`config.mk`:
```
export PLATFORM = sky130hd
export DESIGN_NAME = hazard_ctrl
export DESIGN_NICKNAME = d
export VERILOG_FILES = /design/src/rtl/hazard_pkg.sv /design/src/rtl/hazard_scoreboard.sv /design/src/rtl/hazard_ctrl.sv
export SDC_FILE = /design/constraint.sdc
export NUM_CORES = 1
export LEC_CHECK = 0
export BUFFER_PORTS_ARGS = -buffer_cell sky130_fd_sc_hd__buf_2
export CAP_MARGIN = 0
export CORE_MARGIN = 2
export CORE_UTILIZATION = 55
export DETAILED_ROUTE_END_ITERATION = 8
export PLACE_DENSITY_LB_ADDON = 0.08
export SLEW_MARGIN = 10
export SYNTH_ARGS = -nofsm -noshare
export SYNTH_HDL_FRONTEND = slang
export SYNTH_SLANG_ARGS = --single-unit
```
`constraint.sdc`:
```
create_clock -name clk -period 4.4 [get_ports clk]
set_clock_uncertainty 0.05 [all_clocks]
set_input_delay 0.66 -clock clk [delete_from_list [all_inputs] [get_ports clk]]
set_output_delay 0.66 -clock clk [all_outputs]
set_load 0.02 [all_outputs]
```
`src/rtl/hazard_pkg.sv`:
```
// hazard_pkg: shared types and constants for the hazard controller
package hazard_pkg;
   typedef enum logic [1:0] {FWD_RF = 2'b00, FWD_WB = 2'b01, FWD_MEM = 2'b10} fwd_sel_t;
   typedef enum logic {IDLE = 1'b0, BUSY = 1'b1} md_state_t;
   localparam int X0 = 0;
endpackage

```
`src/rtl/hazard_scoreboard.sv`:
```
// hazard_scoreboard: per-register busy bits for in-flight mul/div results
module hazard_scoreboard
   import hazard_pkg::*;
#(
   parameter int NREGS = 32,
   parameter int AW    = 5
) (
   input  logic          clk,
   input  logic          rst,
   input  logic          set_en,
   input  logic [AW-1:0] set_addr,
   input  logic          clr_en,
   input  logic [AW-1:0] clr_addr,
   input  logic [AW-1:0] rd1_addr,
   input  logic [AW-1:0] rd2_addr,
   input  logic [AW-1:0] waw_addr,
   output logic          rd1_busy,
   output logic          rd2_busy,
   output logic          waw_busy
);
   logic [NREGS-1:0] busy, busy_nxt;
   // set is applied after clear so a back-to-back issue to the same rd stays busy
   always_comb begin
      busy_nxt = busy;
      if (clr_en) busy_nxt[clr_addr] = 1'b0;
      if (set_en && set_addr != AW'(X0)) busy_nxt[set_addr] = 1'b1;
   end
   always_ff @(posedge clk or posedge rst)
      if (rst) busy <= '0;
      else busy <= busy_nxt;
   assign rd1_busy = busy[rd1_addr];
   assign rd2_busy = busy[rd2_addr];
   assign waw_busy = busy[waw_addr];
endmodule

```
`src/rtl/hazard_ctrl.sv`:
```
// hazard_ctrl: forwarding, load-use/scoreboard/mul-div stalls, branch flush and perf counters
module hazard_ctrl
   import hazard_pkg::*;
#(
   parameter int NREGS = 32,
   parameter int AW    = 5,
   parameter int CNT_W = 32
) (
   input  logic             clk,
   input  logic             rst,
   input  logic [AW-1:0]    id_rs1_addr,
   input  logic [AW-1:0]    id_rs2_addr,
   input  logic [AW-1:0]    id_rd_addr,
   input  logic             id_regwrite,
   input  logic             id_md_op,
   input  logic [AW-1:0]    id_ex_rs1_addr,
   input  logic [AW-1:0]    id_ex_rs2_addr,
   input  logic [AW-1:0]    ex_rd_addr,
   input  logic             ex_mem_read,
   input  logic             ex_md_start,
   input  logic             ex_branch_taken,
   input  logic [AW-1:0]    ex_mem_rd_addr,
   input  logic             ex_mem_regwrite,
   input  logic [AW-1:0]    mem_wb_rd_addr,
   input  logic             mem_wb_regwrite,
   input  logic             md_done,
   input  logic [AW-1:0]    md_rd_addr,
   output logic [1:0]       forward_a,
   output logic [1:0]       forward_b,
   output logic             stallF,
   output logic             stallD,
   output logic             flushD,
   output logic             flushE,
   output logic             md_busy,
   output logic [CNT_W-1:0] stall_count,
   output logic [CNT_W-1:0] flush_count
);
   md_state_t state;
   logic rs1_busy, rs2_busy, rd_busy, lw_stall, sb_stall, md_stall, any_stall;

   function automatic fwd_sel_t fwd(input logic [AW-1:0] src);
      return (ex_mem_regwrite && ex_mem_rd_addr != AW'(X0) && ex_mem_rd_addr == src) ? FWD_MEM :
             (mem_wb_regwrite && mem_wb_rd_addr != AW'(X0) && mem_wb_rd_addr == src) ? FWD_WB : FWD_RF;
   endfunction

   assign forward_a = fwd(id_ex_rs1_addr);
   assign forward_b = fwd(id_ex_rs2_addr);

   hazard_scoreboard #(.NREGS(NREGS), .AW(AW)) u_sb (
      .clk(clk), .rst(rst),
      .set_en(ex_md_start), .set_addr(ex_rd_addr),
      .clr_en(md_done), .clr_addr(md_rd_addr),
      .rd1_addr(id_rs1_addr), .rd2_addr(id_rs2_addr), .waw_addr(id_rd_addr),
      .rd1_busy(rs1_busy), .rd2_busy(rs2_busy), .waw_busy(rd_busy)
   );

   assign lw_stall  = ex_mem_read && ex_rd_addr != AW'(X0) &&
                      (ex_rd_addr == id_rs1_addr || ex_rd_addr == id_rs2_addr);
   assign sb_stall  = rs1_busy | rs2_busy | (id_regwrite & rd_busy);
   assign md_stall  = id_md_op & md_busy & ~md_done;
   assign any_stall = lw_stall | sb_stall | md_stall;

   // a taken branch makes the ID instruction wrong-path, so flushing beats stalling
   assign stallF = any_stall & ~ex_branch_taken;
   assign stallD = any_stall & ~ex_branch_taken;
   assign flushD = ex_branch_taken;
   assign flushE = ex_branch_taken | any_stall;

   always_ff @(posedge clk or posedge rst)
      if (rst) state <= IDLE;
      else if (state == IDLE) state <= ex_md_start ? BUSY : IDLE;
      else state <= (md_done && !ex_md_start) ? IDLE : BUSY;
   assign md_busy = state == BUSY;

   always_ff @(posedge clk or posedge rst)
      if (rst) begin
         stall_count <= '0;
         flush_count <= '0;
      end else begin
         if (stallD && ~&stall_count) stall_count <= stall_count + CNT_W'(1);
         if (ex_branch_taken && ~&flush_count) flush_count <= flush_count + CNT_W'(1);
      end
endmodule

```
Yosys cells after proc, flatten, opt, wreduce, memory -nomap -nowiden
Index checks and enable logic that the tools add are counted.
Widths: inputs -> output; s select.
{"block": "word_totals", "inputBits": 55, "out_inout_bits": 73, "wordCells": 75, "register_bits": 97}
{"block": "classes", "bitwise_logic": 14, "n_addsub": 2, "n_eq_ne": 6, "n_reduce_logical": 23, "magnitude_cmp": 7, "n_mux": 19}
{"operator": "$add 32x1->32 const B", "count": 2}
{"operator": "$mux 32", "count": 2}
{"operator": "$reduce_and 32->1", "count": 2}
{"operator": "$and 32x32->32", "count": 1}
{"operator": "$not 32->32", "count": 1}
{"operator": "$or 32x32->32", "count": 1}
{"operator": "$eq 5x5->1", "count": 6}
{"operator": "$lt 5x6->1 const B", "count": 5}
{"operator": "$bmux 1 s5", "count": 3}
{"operator": "$reduce_bool 5->1", "count": 3}
{"operator": "$logic_and 1x1->1", "count": 14}
{"operator": "$demux 1 s5", "count": 2}
{"operator": "$ge 5x1->1 const B", "count": 2}
{"operator": "$mux 1", "count": 10}
{"operator": "$or 1x1->1", "count": 5}
{"operator": "$and 1x1->1", "count": 4}
{"operator": "$mux 2", "count": 2}
{"operator": "$logic_not 1->1", "count": 3}
{"operator": "$not 1->1", "count": 2}
{"operator": "$logic_or 1x1->1", "count": 1}

Depth between registers and ports, before layout
{"block": "depth", "word_depth": 9, "mapped_depth": 10, "depth_no_buf": 7}

By module
Synthesis repeated with hierarchy kept, for this count alone.
{"block": "hier_totals", "cells_unflattened": 596, "area_unflattened_um2": 5926.9}
{"module": "hazard_ctrl", "seq_area_each_um2": 1626.6, "area_per_inst_um2": 3667.3, "instances": 1, "cells_per_inst": 348}
{"module": "hazard_scoreboard", "seq_area_each_um2": 800.8, "area_per_inst_um2": 2259.7, "instances": 1, "cells_per_inst": 248}

Worst setup path before layout
Ideal clock, no wire load.
{"block": "synth_path", "path_kind": "input to output", "startpoint": "input id_rs2_addr[0]", "endpoint": "output stallF", "arrival_ps": 2420, "n_path_buf": 3, "cell_stages": 7, "t_required_ps": 3690, "path_slack_ps": 1270, "path_cell_list": "buf_6 > mux4_1 > mux4_2 > nand2b_1 > a41oi_4 > buf_6 > buf_4"}
{"block": "synth_between", "elab_chain_len": 7, "word_cells_on_any_way": 10, "classes_between": "eq/ne (1); mux (2); bitwise (5); reduce/logical (2)"}
{"element": "start: declaration", "line_no": "hazard_ctrl.sv:12", "rtl": "input logic [AW-1:0] id_rs2_addr,"}
{"element": "$bmux 1 s5", "line_no": "hazard_scoreboard.sv:32", "rtl": "assign rd2_busy = busy[rd2_addr];"}
{"element": "$mux 1 (not written as such)", "line_no": "hazard_scoreboard.sv:32"}
{"element": "$or 1x1->1 (2 in series)", "line_no": "hazard_ctrl.sv:59", "rtl": "assign sb_stall = rs1_busy | rs2_busy | (id_regwrite & rd_busy);"}
{"element": "$or 1x1->1 * (2 in series)", "line_no": "hazard_ctrl.sv:61", "rtl": "assign any_stall = lw_stall | sb_stall | md_stall;"}
{"element": "$and 1x1->1 *"}
{"element": "end: declaration", "line_no": "hazard_ctrl.sv:30", "rtl": "output logic stallF,"}
Mark *: on every way between the ends. The rest lies on a longest branch, timed or not. The select of a mux whose other input is x is not followed.

Worst setup path in the final report
{"block": "layout_path", "startpoint": "input id_rs2_addr[0]", "endpoint": "output stallF"}
{"block": "layout_between", "elab_chain_len": 7, "word_cells_on_any_way": 10, "classes_between": "eq/ne (1); mux (2); bitwise (5); reduce/logical (2)"}
{"element": "$bmux 1 s5", "line_no": "hazard_scoreboard.sv:32"}
{"element": "$mux 1 (not written as such)", "line_no": "hazard_scoreboard.sv:32"}
{"element": "$or 1x1->1 (2 in series)", "line_no": "hazard_ctrl.sv:59"}
{"element": "$or 1x1->1 * (2 in series)", "line_no": "hazard_ctrl.sv:61"}
{"element": "$and 1x1->1 *", "line_no": "hazard_ctrl.sv:64", "rtl": "assign stallF = any_stall & ~ex_branch_taken;"}
Marks and branches as above.

==> results.tsv <==
metric	value	unit
CP Capture Type	output port	
slowest stage delay, CP	0.59	ns
met2 wire len	6790	um
vias in the first global route	4631	
Core Rows	37	
gr ovfl total	0	
Die H	106	um
top-level port count	128	
M1 WL	6250	um
R2R cell count	7	
TritonCTS buffer count	9	
Worst Path Max Fanout	11	
r2r endpoint	stall_count[1]	
layout cells sized above 1	29.4	%
H-tree depth	3	
worst hold path class	in2async	
Buffers on Ports	127	
fmax	0.295	GHz
slowest CP cell	mux4_1	
Worst VDD drop	0.221	mV
# setup viols final	0	
Seq/Total Area, Yosys	42.3	%
Max-cap violations	0	
top sig layer	met4	
RSZ-0062 raised after global routing	false	
nets@finish	701	
family with the most delay on the worst path	multiplexers	
R2R setup slack	1.64	ns
Mapped Area	5740	um^2
initial antenna violation count	0	
ant diodes	0	
Post-Route Setup TNS	0	ns
met3 wire length	1060	um
area of the core	10200	um^2
CP bufs+invs	2	
RD Place Congestion	0.931	
Fillers	836	
Main synth FF type	dfrtp_1	
Post-Syn Instances	526	
All-Layer GR Usage	26.3	%
Die W	106	um
first-pass GRT wire length	23400	um
asr flop ratio synth	100	%
DRT iter0 DRCs	288	
Design Power	2.37	mW
Crit Path Class	in2out	
synth-to-layout area growth	15.5	%
hold buffer count at CTS	0	
Place WS	1.02	ns
CP Cell Sequence	buf_2, mux4_1, mux2_2, a31oi_1, o21a_1, a41oi_4, buf_2	
syn_area_per_cell	10.9	um^2
Root Buffer	clkbuf_8	
synthesized net count	583	
Final HPWL DP	10600	um
Startpoint Class	primary input	
library cells used by synthesis	51	
Reg2Reg Launch Point	u_sb.busy[9]	
FF/Latch Area	2430	um^2
DR vias	4634	
relative slew slack	39.9	%
Initial Util	56.1	%
drt total wl	14300	um
DRC Markers	0	
main area contributors after synthesis	dfrtp_1 42%, xnor2_1 11%, mux4_2 5.9%	
Via-to-Cell Ratio	5.90	
DP Cell Count	769	
post-CTS setup buffers	0	
Post-synth EDFFs	0	
Synth top area share	42.3	%
CTS tree	built	
die area	11300	um^2
WL/cell	18.2	um
status	complete, no violations	
Clock Tree Buf Depth	2	
fin crit share	77.1	%
Clk Latency, worst-skew pair	0.37	ns
Final ANT Viol Nets	0	
CTS sink cnt	97	
Synth area leader	dfrtp_1	
Slew @ Worst Pin	0.895	ns
PwrDens	358	nW/um^2
post_cts resized	0	
final worst slack	1.01	ns
Crit path required time	3.69	ns
area of the multi-input gates	3140	um^2
Hold Vio Cnt, Final	0	
yosys warns	0	
minimum clock period	3.39	ns
most used cell, CP	buf_2	
Slew Limit Fails	0	
CTS clk-pin slew, worst paths	0.10	ns
drt first pass iters	5	
critical path data arrival time	2.68	ns
P_leak	2.96	nW
largest net degree at the start of global routing	63	
Synth Register Bits	97	
post-layout instance count excluding filler cells	785	
through the flow:
stage	area (um^2)	utilization (%)	hold slack, ns
global placement	6430	62.8	0.424
detailed placement	6430	62.8	0.425
floorplan	5740	-	0.439
finish	6630	64.8	0.382
global route	6630	64.8	0.439
CTS	6630	64.8	0.396
cells in the final DEF, fill, tap and decap left out, types with 6 or more instances in the layout:
cell,Yosys,layout
buf_2,3,127
dfrtp_1,97,97
xnor2_1,75,75
o21ai_0,64,64
nand4_1,28,28
nand2_1,28,28
nand3_1,25,25
and3_1,23,23
xor2_1,17,17
mux4_2,15,15
mux2i_1,15,15
nor2_1,14,14
nand3_2,13,13
nand3b_1,10,10
clkbuf_8,0,9
and4_1,7,7
inv_1,7,6
mux4_1,6,6
nor4_1,6,6
cells by family (layout without fill, tap and decap cells):
kind of cell,Yosys count,in the layout,synth area share (%)
DFF,97,97,42.3
AOI/OAI and AO/OA,78,78,8.26
muxes,39,39,11.8
buffers and inverters,31,154,3.01
xor gates and xnor gates,92,92,14.0
adders and majority gates,2,2,0.436
and+or+nand+nor,187,187,20.1
worst max-delay path by stage:
stage                     endpoint            from  depth (start not counted)
detailed placement          flushE  id_rs2_addr[0]                          8
finish                      stallF  id_rs2_addr[0]                          7
global route                flushE  id_rs2_addr[0]                          8
CTS                         flushE  id_rs2_addr[0]                          8
global placement            flushE  id_rs2_addr[0]                          8
floorplan           flush_count[0]             rst                          1
worst register-to-register path, cell delays in order, from the launching register on:
cell and delay, ns:
dfrtp_1 0.43, mux4_1 0.51, mux4_2 0.46, nand2b_1 0.14, a41oi_4 0.29, buf_4 0.31, nand2_1 0.12, mux2_1 0.32
where the power goes:
| part | internal (mW) | switching, mW | total, mW |
|---|---|---|---|
| combinational | 0.288 | 0.344 | 0.631 |
| sequential | 1.02 | 0.148 | 1.16 |
| clock | 0.222 | 0.352 | 0.574 |
routing by layer:
layer,vias to the layer above,GRT usage (%)
li1,2172,-
met2,163,41.3
met5,-,0
met1,2283,36.5
met4,0,7.24
met3,16,6.62
synth_stat cells (2+ instances only):
| library cell | instances |
|---|---|
| buf_6 | 4 |
| and2_1 | 4 |
| or4_1 | 4 |
| o21a_1 | 2 |
| nor3_1 | 3 |
| xor2_1 | 17 |
| and3_1 | 23 |
| a22oi_1 | 2 |
| nor2_1 | 14 |
| nand4_1 | 28 |
| mux2_2 | 2 |
| nand3_1 | 25 |
| nor3b_1 | 2 |
| dfrtp_1 | 97 |
| nor4_1 | 6 |
| nand3_2 | 13 |
| mux2i_1 | 15 |
| ha_1 | 2 |
| inv_1 | 7 |
| and4_1 | 7 |
| clkbuf_1 | 9 |
| xnor2_1 | 75 |
| nand2_1 | 28 |
| or3b_2 | 4 |
| o21ai_0 | 64 |
| nor2b_1 | 5 |
| or3_1 | 4 |
| mux4_1 | 6 |
| mux4_2 | 15 |
| nand3b_1 | 10 |
| buf_2 | 3 |
| buf_4 | 6 |
| buf_1 | 2 |
registers in the layout, summed over array words and instances, names as in the netlist:
| name | count |
|---|---|
| md_busy | 1 |
| stall_count | 32 |
| u_sb.busy | 32 |
| flush_count | 32 |
layout make-up:
cell class	count	area share, %
multi-input cells	398	47.4
flip-flops and latches	97	36.6
repair buffers	131	10.0
well taps	136	2.57
clock buffers	9	1.87
clock inverters	7	1.08
inverters	7	0.434
Power figures use the tool's default switching activity.
